## src/rtl/deserialize_request.sv

```systemverilog
// Reassembles five 128-bit stream beats into one 539-bit request and holds it until consumed.
// Optional macro DESERIALIZE_RESYNC_EN lets axis_tuser realign framing to a frame start.
module deserialize_request (
  input  logic         clk_in,
  input  logic         rst_in,
  input  logic [127:0] axis_data,
  input  logic         axis_valid,
  input  logic         axis_tuser,
  output logic         axis_ready,
  output logic [538:0] request_data,
  output logic         request_valid,
  input  logic         request_ready
);

  typedef enum logic {ACCUM, HOLD} state_t;

  state_t     state, state_next;
  logic [2:0] beat_idx, beat_idx_next;
  logic       running;
  logic       beat_fire;
  logic       store_en;
  logic [2:0] store_idx;
  logic       unused_tuser;

  assign unused_tuser = axis_tuser;

  // running stays low through reset so axis_ready only rises on the first edge after release
  always_ff @(posedge clk_in or negedge rst_in) begin
    if (!rst_in) begin
      state    <= ACCUM;
      beat_idx <= 3'd0;
      running  <= 1'b0;
    end else begin
      state    <= state_next;
      beat_idx <= beat_idx_next;
      running  <= 1'b1;
    end
  end

  assign axis_ready    = running && (state == ACCUM);
  assign request_valid = (state == HOLD);
  assign beat_fire     = axis_valid && axis_ready;

  always_comb begin
    state_next    = state;
    beat_idx_next = beat_idx;
    store_en      = 1'b0;
    store_idx     = beat_idx;
    case (state)
      ACCUM: begin
        if (beat_fire) begin
`ifdef DESERIALIZE_RESYNC_EN
          // a tagged beat always restarts the frame; untagged beats at index 0 are strays
          if (axis_tuser) begin
            store_en      = 1'b1;
            store_idx     = 3'd0;
            beat_idx_next = 3'd1;
          end else if (beat_idx != 3'd0) begin
            store_en = 1'b1;
            if (beat_idx == 3'd4) begin
              beat_idx_next = 3'd0;
              state_next    = HOLD;
            end else begin
              beat_idx_next = beat_idx + 3'd1;
            end
          end
`else
          store_en = 1'b1;
          if (beat_idx == 3'd4) begin
            beat_idx_next = 3'd0;
            state_next    = HOLD;
          end else begin
            beat_idx_next = beat_idx + 3'd1;
          end
`endif
        end
      end
      HOLD: begin
        if (request_ready) state_next = ACCUM;
      end
      default: state_next = ACCUM;
    endcase
  end

  // the last beat only contributes its low 27 bits
  always_ff @(posedge clk_in or negedge rst_in) begin
    if (!rst_in) begin
      request_data <= '0;
    end else if (store_en) begin
      case (store_idx)
        3'd0:    request_data[127:0]   <= axis_data;
        3'd1:    request_data[255:128] <= axis_data;
        3'd2:    request_data[383:256] <= axis_data;
        3'd3:    request_data[511:384] <= axis_data;
        3'd4:    request_data[538:512] <= axis_data[26:0];
        default: ;
      endcase
    end
  end

endmodule

```

## config.mk

```make
export PLATFORM = sky130hd
export DESIGN_NAME = deserialize_request
export DESIGN_NICKNAME = d
export VERILOG_FILES = /design/src/rtl/deserialize_request.sv
export SDC_FILE = /design/constraint.sdc
export NUM_CORES = 1
export LEC_CHECK = 0
export CAP_MARGIN = 20
export CELL_PAD_IN_SITES_DETAIL_PLACEMENT = 1
export CELL_PAD_IN_SITES_GLOBAL_PLACEMENT = 1
export CORE_AREA = 2 2 260 262
export CTS_BUF_LIST = sky130_fd_sc_hd__clkbuf_16
export DETAILED_ROUTE_END_ITERATION = 8
export DIE_AREA = 0 0 262 264
export GPL_TIMING_DRIVEN = 0
export PLACE_DENSITY = 0.74
export SETUP_SLACK_MARGIN = 0.2
export SLEW_MARGIN = 20
export SYNTH_ARGS = -nofsm -noshare
export SYNTH_HDL_FRONTEND = slang
export SYNTH_SLANG_ARGS = --single-unit
```

## constraint.sdc

```tcl
create_clock -name clk_in -period 2.1 [get_ports clk_in]
set_input_delay 0.21 -clock clk_in [delete_from_list [all_inputs] [get_ports clk_in]]
set_output_delay 0.21 -clock clk_in [all_outputs]
set_load 0.005 [all_outputs]
```

# Yosys cells after proc, flatten, opt, wreduce, memory -nomap -nowiden
# Index checks and enable logic that the tools add are counted.
# W data, S select, Z words.
classes:
  muxes: 7
  n_eq_ne: 4
  n_reduce_logical: 9
  n_addsub: 1
  bitwise: 1
op_table:
  columns: ["cell", "n"]
  rows:
  - ["$reduce_and A2 Y1", 6]
  - ["$eq A3 B2 Y1 const B", 2]
  - ["$mux W1", 5]
  - ["$add A3 B1 Y3 const B", 1]
  - ["$eq A3 B1 Y1 const B", 1]
  - ["$eq A3 B3 Y1 const B", 1]
  - ["$logic_not A3 Y1", 1]
  - ["$mux W3", 1]
  - ["$logic_and A1 B1 Y1", 2]
  - ["$pmux W1 S2", 1]
  - ["$not A1 Y1", 1]
word_totals:
  register_bits: 544
  word_cells: 30
  output_inout_bits: 541

# Depth between registers and ports, before layout
# Gate-level depths: netlist of the first run.
logic_depth:
  depth_word: 6
  ltp_mapped: 6
  mapped_depth_nobuf: 5

# Worst setup path before layout of the first run
# Ideal clock, no wire load.
synth_path:
  kind: "flip-flop to flip-flop"
  startpoint: "register state, in the netlist request_valid"
  endpoint: "register request_data[519]"
  stages_incl_launch_ff: 7
  setup_slack_ns: 0.448
  t_arrival_ns: 1.527
  period_less_slack_ns: 1.652
  n_path_buf: 3
  path_cell_list: "dfrtp_1 > and3b_1 > buf_6 > and3_4 > buf_6 > buf_6 > mux2_4"
synth_via:
  elab_chain_len: 6
synth_rtl:
  columns: ["element", "line", "rtl"]
  rows:
  - ["start: declaration", "17", "state_t state, state_next;"]
  - ["start signal: assignment", "34", "state <= state_next;"]
  - ["$not A1 Y1 (no source line)", null, null]
  - ["$logic_and A1 B1 Y1", "40", "assign axis_ready = running && (state == ACCUM);"]
  - ["$logic_and A1 B1 Y1", "42", "assign beat_fire = axis_valid && axis_ready;"]
  - ["$mux W1", "51", "if (beat_fire) begin"]
  - ["$mux W1 *", "49", "case (state)"]
  - ["$reduce_and A2 Y1 (no source line) *", null, null]
  - ["end signal: assignment", "95", "3'd4: request_data[538:512] <= axis_data[26:0];"]
  - ["end: declaration", "10", "output logic [538:0] request_data,"]
# Every way passes the cells marked *; elsewhere a longest branch is shown, timed or not.
# A chain may end at the register's enable or synchronous reset.

# Final worst setup path of the first run
layout_path:
  startpoint: "register beat_idx[0]"
  endpoint: "register request_data[416]"
layout_via:
  elab_chain_len: 2
layout_rtl:
  columns: ["element", "line", "rtl"]
  rows:
  - ["start: declaration", "18", "logic [2:0] beat_idx, beat_idx_next;"]
  - ["start signal: assignment", "35", "beat_idx <= beat_idx_next;"]
  - ["$eq A3 B2 Y1", "90", "case (store_idx)"]
  - ["$reduce_and A2 Y1 (no source line)", null, null]
  - ["end signal: assignment", "94", "3'd3: request_data[511:384] <= axis_data;"]
# No other way between the ends.

==> out/metrics.cfg, run 1 <==
[clock_tree]
cts.sinks = 544
clk_pin_slew_worst_paths_ps = 60
h-tree-depth = 2
cts-buffers-inserted = 59
cts_root_buf = clkbuf_16
cts_tree = done
clk_latency_ps = 610
clockBufferDepth = 3

[finish]
stdcell_count = 2835
nNetsFinal = 2054
final_util = 0.466
area_growth_syn_to_layout_pct = 48.3
stdcell_area_um2 = 31000
fillers = 6453
drive_above_1_share = 0.349

[power]
power.total_mw = 49.6
ir_drop_v = 0.000845
p_per_area_nw_per_um2 = 1600
p_leak_nw = 13.7

[critical_path]
worst_ep_required_time_ps = 2580
worstSetupStartpoint = beat_idx[0]$_DFFE_PN0P_
cp_slowest_cell = dfrtp_1
end_kind = register
crit_top_cell = ha_1
critical_path.cell_chain = ha_1 > ha_1 > nand2_1 > buf_8 > buf_6 > mux2_2
reg2reg_depth = 6
cp_max_fo = 10
slowest_delay_ps = 410
worstSetupPathType = register to register
arrival_ps = 2350
rrSetupSlack_ps = 230
cp-endpoint = request_data[416]$_DFFE_PN0P_
r2r-end = request_data[416]$_DFFE_PN0P_
start_kind = register
rr_startpoint = beat_idx[0]$_DFFE_PN0P_

[routing]
drc = 0
detail-route-antenna-nets = 0
wire_per_inst_um = 24.4
route.vias.total = 13100
drtPass1Iterations = 4
viasPerCell = 4.61
first_iter_violations = 397
drt-total-wl_um = 69300

[place]
hpwl_um = 50300
placedCellCount = 2720
pre_cts_ws_ps = -342
routabilityCongestion = 0.798
port_buffers = 672
placed_area_um2 = 28900

[logic_synthesis]
yosysTopAreaCell = dfrtp_1
ys_top_cells_by_area = dfrtp_1, mux2_2, mux2_4
syn-cell-area_um2 = 20900
synth.top_cell.area_share = 0.650
synth.net_count = 1307
synth_cell_types = 20
synth_cells = 1169
seq_area_frac_synth = 0.650
synth-seq-cells = 544
syn_avg_cell_area_um2 = 17.9
synth_warnings = 0

[sta]
finalMaxSlewViolations = 0
finClkSkew_ps = 19.5
final.min_clock_period_ps = 1870
rsz0062_at_grt = yes
worst_hold_slack_ps = 146
setup_ws_ps = 228
finalCritPeriodShare = 0.891
finalSetupTns_ps = 0
max_freq_mhz = 534
setup_viol = 0
hold_violations = 0

[grt]
antenna_found_initial = 1
first_global_vias = 15100
grt_usage = 0.196
grt_max_degree = 100
grt-ovfl-total = 0
grt_pass1_wl_um = 101000

[hold_path]
hold_class = primary input to async pin

[die]
initial_utilization = 0.314
io_pins = 674
chipHeight_um = 264
die_area_um2 = 69200
rows = 95
core-area_um2 = 66600
die_w_um = 262

[run]
drv_cap = 0

[status]
status = completed

[synthesized netlist by cell type, drive strengths merged]
| cell | n |
|---|---|
| a21o | 1 |
| a21oi | 2 |
| and2b | 1 |
| and3 | 2 |
| and3b | 1 |
| buf | 60 |
| conb | 1 |
| dfrtp | 544 |
| ha | 5 |
| inv | 4 |
| mux2 | 539 |
| nand2 | 4 |
| nand3 | 2 |
| o21ai | 3 |
[cell type report]
class / count / area [um2] / area share
diodes: 1 / 2.50 / 0.0000806
plain buffers: 60 / 758 / 0.0244
clock buffers: 61 / 1530 / 0.0492
clock inverters: 45 / 299 / 0.00963
inverters: 4 / 15.0 / 0.000484
multi-input cells: 561 / 6690 / 0.216
flip-flops and latches: 544 / 13600 / 0.439
well taps: 873 / 1090 / 0.0352
repair buffers: 686 / 7040 / 0.227
[worst max-delay path: cells and delay by family (launching register included)]
kind / cells / cell delay (ps)
buffers and inverters: 2 / 450
DFF: 1 / 410
adders and majority gates: 2 / 390
muxes: 1 / 360
and+or+nand+nor: 1 / 110
[flip-flops by register name (all words and copies together) (netlist names)]
signal         cells
beat_idx           3
request_data     539
request_valid      1
running            1
[worst min-delay path by stage]
stage	startpoint	endpoint	slack (ps)	cells past startpoint
floorplan	rst_in	beat_idx[0]$_DFFE_PN0P_	-90	0
global placement	request_data[98]$_DFFE_PN0P_	request_data[98]$_DFFE_PN0P_	480	1
detailed placement	rst_in	request_data[500]$_DFFE_PN0P_	150	1
CTS	rst_in	request_data[244]$_DFFE_PN0P_	110	3
global route	rst_in	request_data[116]$_DFFE_PN0P_	160	3
finish	rst_in	request_data[244]$_DFFE_PN0P_	150	3
[where the power goes]
part           internal (mW)  switching (mW)  leakage (nW)
Combinational           14.1            6.88          6.16
Clock                   5.68            4.25         0.949
Sequential              15.7            2.93          6.62
Total                   35.6            14.1          13.7
[cell families after synthesis]
logic type | share of synthesized area
mux | 0.311
buf+inv | 0.0301
other cells | 0.000179
compound gates | 0.00155
simple gates | 0.00365
flops | 0.650
fa+ha+maj | 0.00299
[cell usage in the layout (no fill, tap or decap), drive strengths merged]
master and n:
bufbuf 1, clkdlybuf4s50 668, conb 1, ha 5, clkbuf 63, and2b 1
dlygate4sd3 1, nand3 2, and3b 1, dlymetal6s2s 1, mux2 539, clkinv 22
buf 71, diode 1, inv 21, clkinvlp 2, and3 2, a21o 1
dlygate4sd2 2, a21oi 2, o21ai 3, nand2 4, bufinv 4, dfrtp 544
[layer usage]
layer	routed length, um	up-vias	GRT usage
met5	0	-	0
li1	-	5638	-
met4	2130	0	0.0643
met1	25400	6826	0.214
met2	35300	499	0.348
met3	6420	113	0.0716
[repair_timing]
item / in CTS / in global routing
setup endpoints to repair: 170 / 264
hold buffers: 2 / 0
resized for setup: 28 / 13
setup buffers: 3 / 0
cloned: 1 / 2
endpoints found under the hold margin: 275 / 0
Note: power is estimated with default switching activity, not from simulation.
==> run 2: changes to the inputs <==
- GPL_TIMING_DRIVEN: 0 -> 1
- SKIP_LAST_GASP: not set -> 1
==> out/metrics.cfg, run 2 (synthesis results as in run 1) <==
[finish]
layout_commonest_cell = clkdlybuf4s50_1
largest-register = request_data
drive_above_1_share = 0.359  ; +0.0105
largest_register_ffs = 539  ; unchanged
fillers = 6488  ; +0.54%
final_cell_mix = clkdlybuf4s50_1, dfrtp_1, mux2_2
area_growth_syn_to_layout_pct = 49.6
reg.largest.list = request_data x539, beat_idx x3
nNetsFinal = 2067  ; +0.63%

[place]
port_buffers = 672  ; unchanged
routabilityCongestion = 0.796  ; -0.26%
hpwl_um = 48600  ; -3.5%

[sta]
finalSetupTns_ps = 0  ; unchanged
final.min_clock_period_ps = 1820  ; -50.8 ps
hold_violations = 0  ; unchanged
finalCritPeriodShare = 0.867  ; -0.0242
finClkSkew_ps = 21.3  ; +1.80 ps
max_slew_margin = 0.607
worst_hold_slack_ps = 180  ; +34.2 ps
setup_viol = 0  ; unchanged
finalMaxSlewViolations = 0  ; unchanged
rsz0062_at_grt = no
max_freq_mhz = 549  ; +2.8%
worst_pin_slew_ps = 590

[clock_tree]
cts_root_buf = clkbuf_16
clockBufferDepth = 3  ; unchanged
cts_tree = done
cts-buffers-inserted = 59  ; unchanged
clk_pin_slew_worst_paths_ps = 60  ; about the same
clk_latency_ps = 610  ; about the same
h-tree-depth = 2  ; unchanged
post_cts_buffers = 0  ; -3
cts.sinks = 544  ; unchanged

[routing]
detail-route-antenna-nets = 0  ; unchanged
viasPerCell = 4.58  ; -0.73%
drc = 0  ; unchanged
drtPass1Iterations = 4  ; unchanged
route.vias.total = 13000  ; -0.31%
wire_per_inst_um = 23.2  ; -5.1%
drt-total-wl_um = 66100  ; -4.7%
first_iter_violations = 419  ; +5.5%

[die]
rows = 95  ; unchanged
die_w_um = 262  ; unchanged
initial_utilization = 0.314  ; unchanged
io_pins = 674  ; unchanged
chipHeight_um = 264  ; unchanged
core-area_um2 = 66600  ; unchanged
die_area_um2 = 69200  ; unchanged

[grt]
grt_pass1_wl_um = 98600  ; -2.3%
grt-ovfl-total = 0  ; unchanged
first_global_vias = 15000  ; -0.18%
grt_max_degree = 60  ; -40%
antenna_found_initial = 2  ; +1
grt_usage = 0.188  ; -0.00778

[power]
ir_drop_v = 0.000927  ; +9.7%
p_per_area_nw_per_um2 = 1600  ; +0.37%
p_leak_nw = 13.9  ; +1.2%
power.total_mw = 50.2  ; +1.3%

[critical_path]
start_kind = register
cp_max_fo = 17  ; +7
arrival_ps = 2300  ; -50 ps
worst_ep_required_time_ps = 2570  ; about the same
worstSetupPathType = register to register
end_kind = register

[status]
status = completed

[run]
drv_cap = 0  ; unchanged

[hold_path]
hold_class = primary input to async pin

run 2: stage by stage:
| stage | std cells | util | instance area (um2) | setup WS, ps |
|---|---|---|---|---|
| 4_1_cts | 2845 | 0.470 | 31300 | 222 |
| 3_5_place_dp | 2739 | 0.440 | 29300 | 12.0 |
| 6_report | 2847 | 0.470 | 31300 | 279 |
| 3_3_place_gp | 2739 | 0.440 | 29300 | 61.5 |
| 2_1_floorplan | 1169 | - | 20900 | 448 |
| 5_1_grt | 2847 | 0.470 | 31300 | 205 |
run 2: final cells by class:
class / instances / area [um2] / area share
sequential: 544 / 13600 / 0.435
timing repair buffer: 759 / 7920 / 0.253
multi-input combinational: 561 / 6710 / 0.214
clock buffer: 61 / 1530 / 0.0487
tap: 873 / 1090 / 0.0349
clock inverter: 44 / 430 / 0.0137
inverter: 4 / 15.0 / 0.000480
antenna: 1 / 2.50 / 0.0000799
run 2: timing repair:
item,4_1_cts,5_1_grt
endpoints found under the setup margin,4,74
gates cloned,0,1
hold buffers,1,0
hold endpoints to repair,36,0
resized for setup,4,4
run 2: critical path, cell delays in order (launching register included):
cell,delay [ps]
dfrtp_1,400
and3b_2,290
buf_4,150
nand3_4,100
buf_12,180
clkbuf_16,220
mux2_4,300
run 2: power breakdown:
group	total, mW	internal (mW)	switching, mW
Clock	10.5	6.31	4.22
Combinational	21.0	14.2	6.73
Sequential	18.7	15.7	3.01
run 2: worst paths after layout:
| path | startpoint | end | slack, ps | cells after the start |
|---|---|---|---|---|
| max in group asynchronous | rst_in | request_data[4]$_DFFE_PN0P_ | 1050 | 3 |
| hold reg to reg | request_data[85]$_DFFE_PN0P_ | request_data[85]$_DFFE_PN0P_ | 490 | 1 |
| setup reg to reg | request_valid$_DFF_PN0_ | request_data[65]$_DFFE_PN0P_ | 280 | 6 |
| hold / removal | rst_in | request_data[239]$_DFFE_PN0P_ | 180 | 2 |
| min in group clk_in | request_ready | request_valid$_DFF_PN0_ | 200 | 3 |
| setup / recovery | request_valid$_DFF_PN0_ | request_data[65]$_DFFE_PN0P_ | 280 | 6 |
run 2: layer usage:
metal | up-vias | part of all wire | GRT usage
met5 | - | 0.00018 | 0
met4 | 2 | 0.030 | 0.0582
met3 | 108 | 0.094 | 0.0711
met2 | 507 | 0.51 | 0.332
met1 | 6776 | 0.37 | 0.207
li1 | 5642 | - | -
==> run 3: changes to the inputs <==
- ABC_CLOCK_PERIOD_IN_PS: not set -> 1900
- PLACE_DENSITY: 0.74 -> not set
- PLACE_DENSITY_LB_ADDON: not set -> 0.1
- clock period: 2.1 -> 1.9 ns (I/O delays scaled with it)
==> out/metrics.cfg, run 3 (synthesis results as in run 1) <==
[status]
status = completed

[grt]
grt_usage = 0.214  ; +0.0255
grt_pass1_wl_um = 108000  ; +9.6%
grt_max_degree = 56  ; -6.7%
first_global_vias = 15000  ; -0.39%
antenna_found_initial = 6  ; +4
grt-ovfl-total = 0  ; unchanged

[place]
routabilityCongestion = 0.796  ; about the same
pre_cts_ws_ps = -220  ; -232 ps
port_buffers = 672  ; unchanged
hpwl_um = 51500  ; +6.1%
placed_area_um2 = 29400  ; +0.23%
placedCellCount = 2733  ; -0.22%

[finish]
multi_input_area_um2 = 7300  ; +8.8%
largest_register_ffs = 539  ; unchanged
ff_latch_area_um2 = 13600  ; about the same
nNetsFinal = 2176  ; +5.3%
drive_above_1_share = 0.395  ; +0.0352
largest-register = request_data
stdcell_area_um2 = 34400  ; +9.8%
n_antenna_cell = 0  ; -1
fillers = 6267  ; -3.4%
stdcell_count = 2954  ; +3.8%
final_util = 0.517  ; +0.0461
area_growth_syn_to_layout_pct = 64.2
final_cell_mix = dfrtp_1, clkdlybuf4s50_1, mux2_2
layout_commonest_cell = dfrtp_1
reg.largest.list = request_data x539, beat_idx x3

[die]
chipHeight_um = 264  ; unchanged
rows = 95  ; unchanged
die_area_um2 = 69200  ; unchanged
core-area_um2 = 66600  ; unchanged
initial_utilization = 0.314  ; unchanged
io_pins = 674  ; unchanged
die_w_um = 262  ; unchanged

[power]
p_per_area_nw_per_um2 = 1660  ; +3.4%
switching_share = 0.290  ; +0.0119
p_seq_frac = 0.360  ; -0.013
clkPwrFrac = 0.192  ; -0.018
p_int_mw = 40.5  ; +12%
combPwrFrac = 0.448  ; +0.031
ir_drop_v = 0.000839  ; -9.5%
switchingPower_mw = 16.5  ; +18%
p_leak_nw = 17.1  ; +23%

[sta]
setup_ws_ps = 86.9  ; -192 ps
final.min_clock_period_ps = 1810  ; -8.09 ps
finalMaxSlewViolations = 0  ; unchanged
finalCritPeriodShare = 0.954  ; +0.0870
max_freq_mhz = 552  ; +0.45%
setup_viol = 0  ; unchanged
rsz0062_at_grt = yes
hold_violations = 0  ; unchanged
finClkSkew_ps = 10.5  ; -10.8 ps

[clock_tree]
h-tree-depth = 2  ; unchanged
cts.sinks = 544  ; unchanged
clk_pin_slew_worst_paths_ps = 60  ; about the same
clk_latency_ps = 620  ; about the same
clockBufferDepth = 3  ; unchanged
cts_tree = done
cts-buffers-inserted = 61  ; +3.4%
cts_root_buf = clkbuf_16

[run]
drv_cap = 0  ; unchanged

[routing]
first_iter_violations = 448  ; +6.9%
drtPass1Iterations = 4  ; unchanged
drc = 0  ; unchanged
route.vias.total = 13800  ; +5.8%
drt-total-wl_um = 78700  ; +19%
wire_per_inst_um = 26.6  ; +15%
viasPerCell = 4.67  ; +2.0%
detail-route-antenna-nets = 0  ; unchanged

[critical_path]
start_kind = register
critPathTopFamily = buffers and inverters
cp_max_fo = 7  ; -10
crit_top_cell = buf_12
arrival_ps = 2300  ; about the same
cp.buffers_inverters = 4  ; +1
worstSetupPathType = register to register
slowest_delay_ps = 370  ; -30 ps
worst_ep_required_time_ps = 2390  ; -180 ps
end_kind = register
critical_path.cell_chain = and3b_2 > buf_6 > nand3_4 > buf_12 > buf_12 > clkbuf_16 > mux2_2
cp_slowest_cell = dfrtp_1

[hold_path]
hold_class = primary input to async pin

-- run 3: changes by cell type in the layout (fill, tap and decap cells not counted), sizes merged, moves of 5 or more --
cell,previous run,this run
clkinv,18,31
clkdlybuf4s50,669,448
clkbuf,62,80
dlygate4sd2,2,88
inv,19,14
bufinv,9,3
buf,86,175
dlymetal6s2s,0,134
-- run 3: what timing repair did --
action	CTS	global route
pin swaps	6	5
setup buffers	47	17
resized for setup	203	270
hold buffers	1	0
endpoints found under the hold margin	294	0
setup endpoints to repair	975	937
cloned	31	19
-- run 3: power by group through the flow --
stage                     logic [mW]  registers, mW  clock network, mW
after floorplan                 7.44           20.8                  0
after global placement          23.5           20.4                  0
after detailed placement        23.8           20.7                  0
after CTS                       24.9           20.5               11.3
after global routing            27.0           21.2               11.7
final                           25.6           20.5               10.9
-- run 3: through the flow --
| step | setup TNS, ps | hold WS [ps] | total power [mW] |
|---|---|---|---|
| 2_1_floorplan | 0 | -106 | 28.2 |
| 3_3_place_gp | -55200 | 166 | 43.9 |
| 3_5_place_dp | -61370 | 173 | 44.5 |
| 4_1_cts | 0 | 108 | 56.7 |
| 5_1_grt | 0 | 134 | 59.9 |
| 6_report | 0 | 123 | 57.0 |
-- run 3: path summary, 6_finish.rpt --
path                                              start                       endpoint  slack, ps  depth (start not counted)
max                             request_valid$_DFF_PN0_  request_data[205]$_DFFE_PN0P_         90                          7
min                                              rst_in  request_data[259]$_DFFE_PN0P_        120                          2
max reg2reg                     request_valid$_DFF_PN0_  request_data[205]$_DFFE_PN0P_         90                          7
min reg2reg                request_data[85]$_DFFE_PN0P_   request_data[85]$_DFFE_PN0P_        490                          1
max in group asynchronous                        rst_in  request_data[150]$_DFFE_PN0P_        880                          4
min in group clk_in                       request_ready        request_valid$_DFF_PN0_        180                          3
-- run 3: final cells by class --
| cell class | instances | share of cell area |
|---|---|---|
| Inverter | 4 | 0.000437 |
| Tap cell | 873 | 0.0318 |
| Clock buffer | 61 | 0.0444 |
| Clock inverter | 45 | 0.00771 |
| Sequential cell | 544 | 0.396 |
| Multi-Input combinational cell | 561 | 0.212 |
| Timing Repair Buffer | 866 | 0.307 |
-- run 3: per-layer routing --
metal	track usage	wire length, um	vias up
met5	0	77	-
met4	0.0547	2350	12
met3	0.0748	6460	129
met2	0.369	39300	479
met1	0.251	30500	7282
li1	-	-	5895
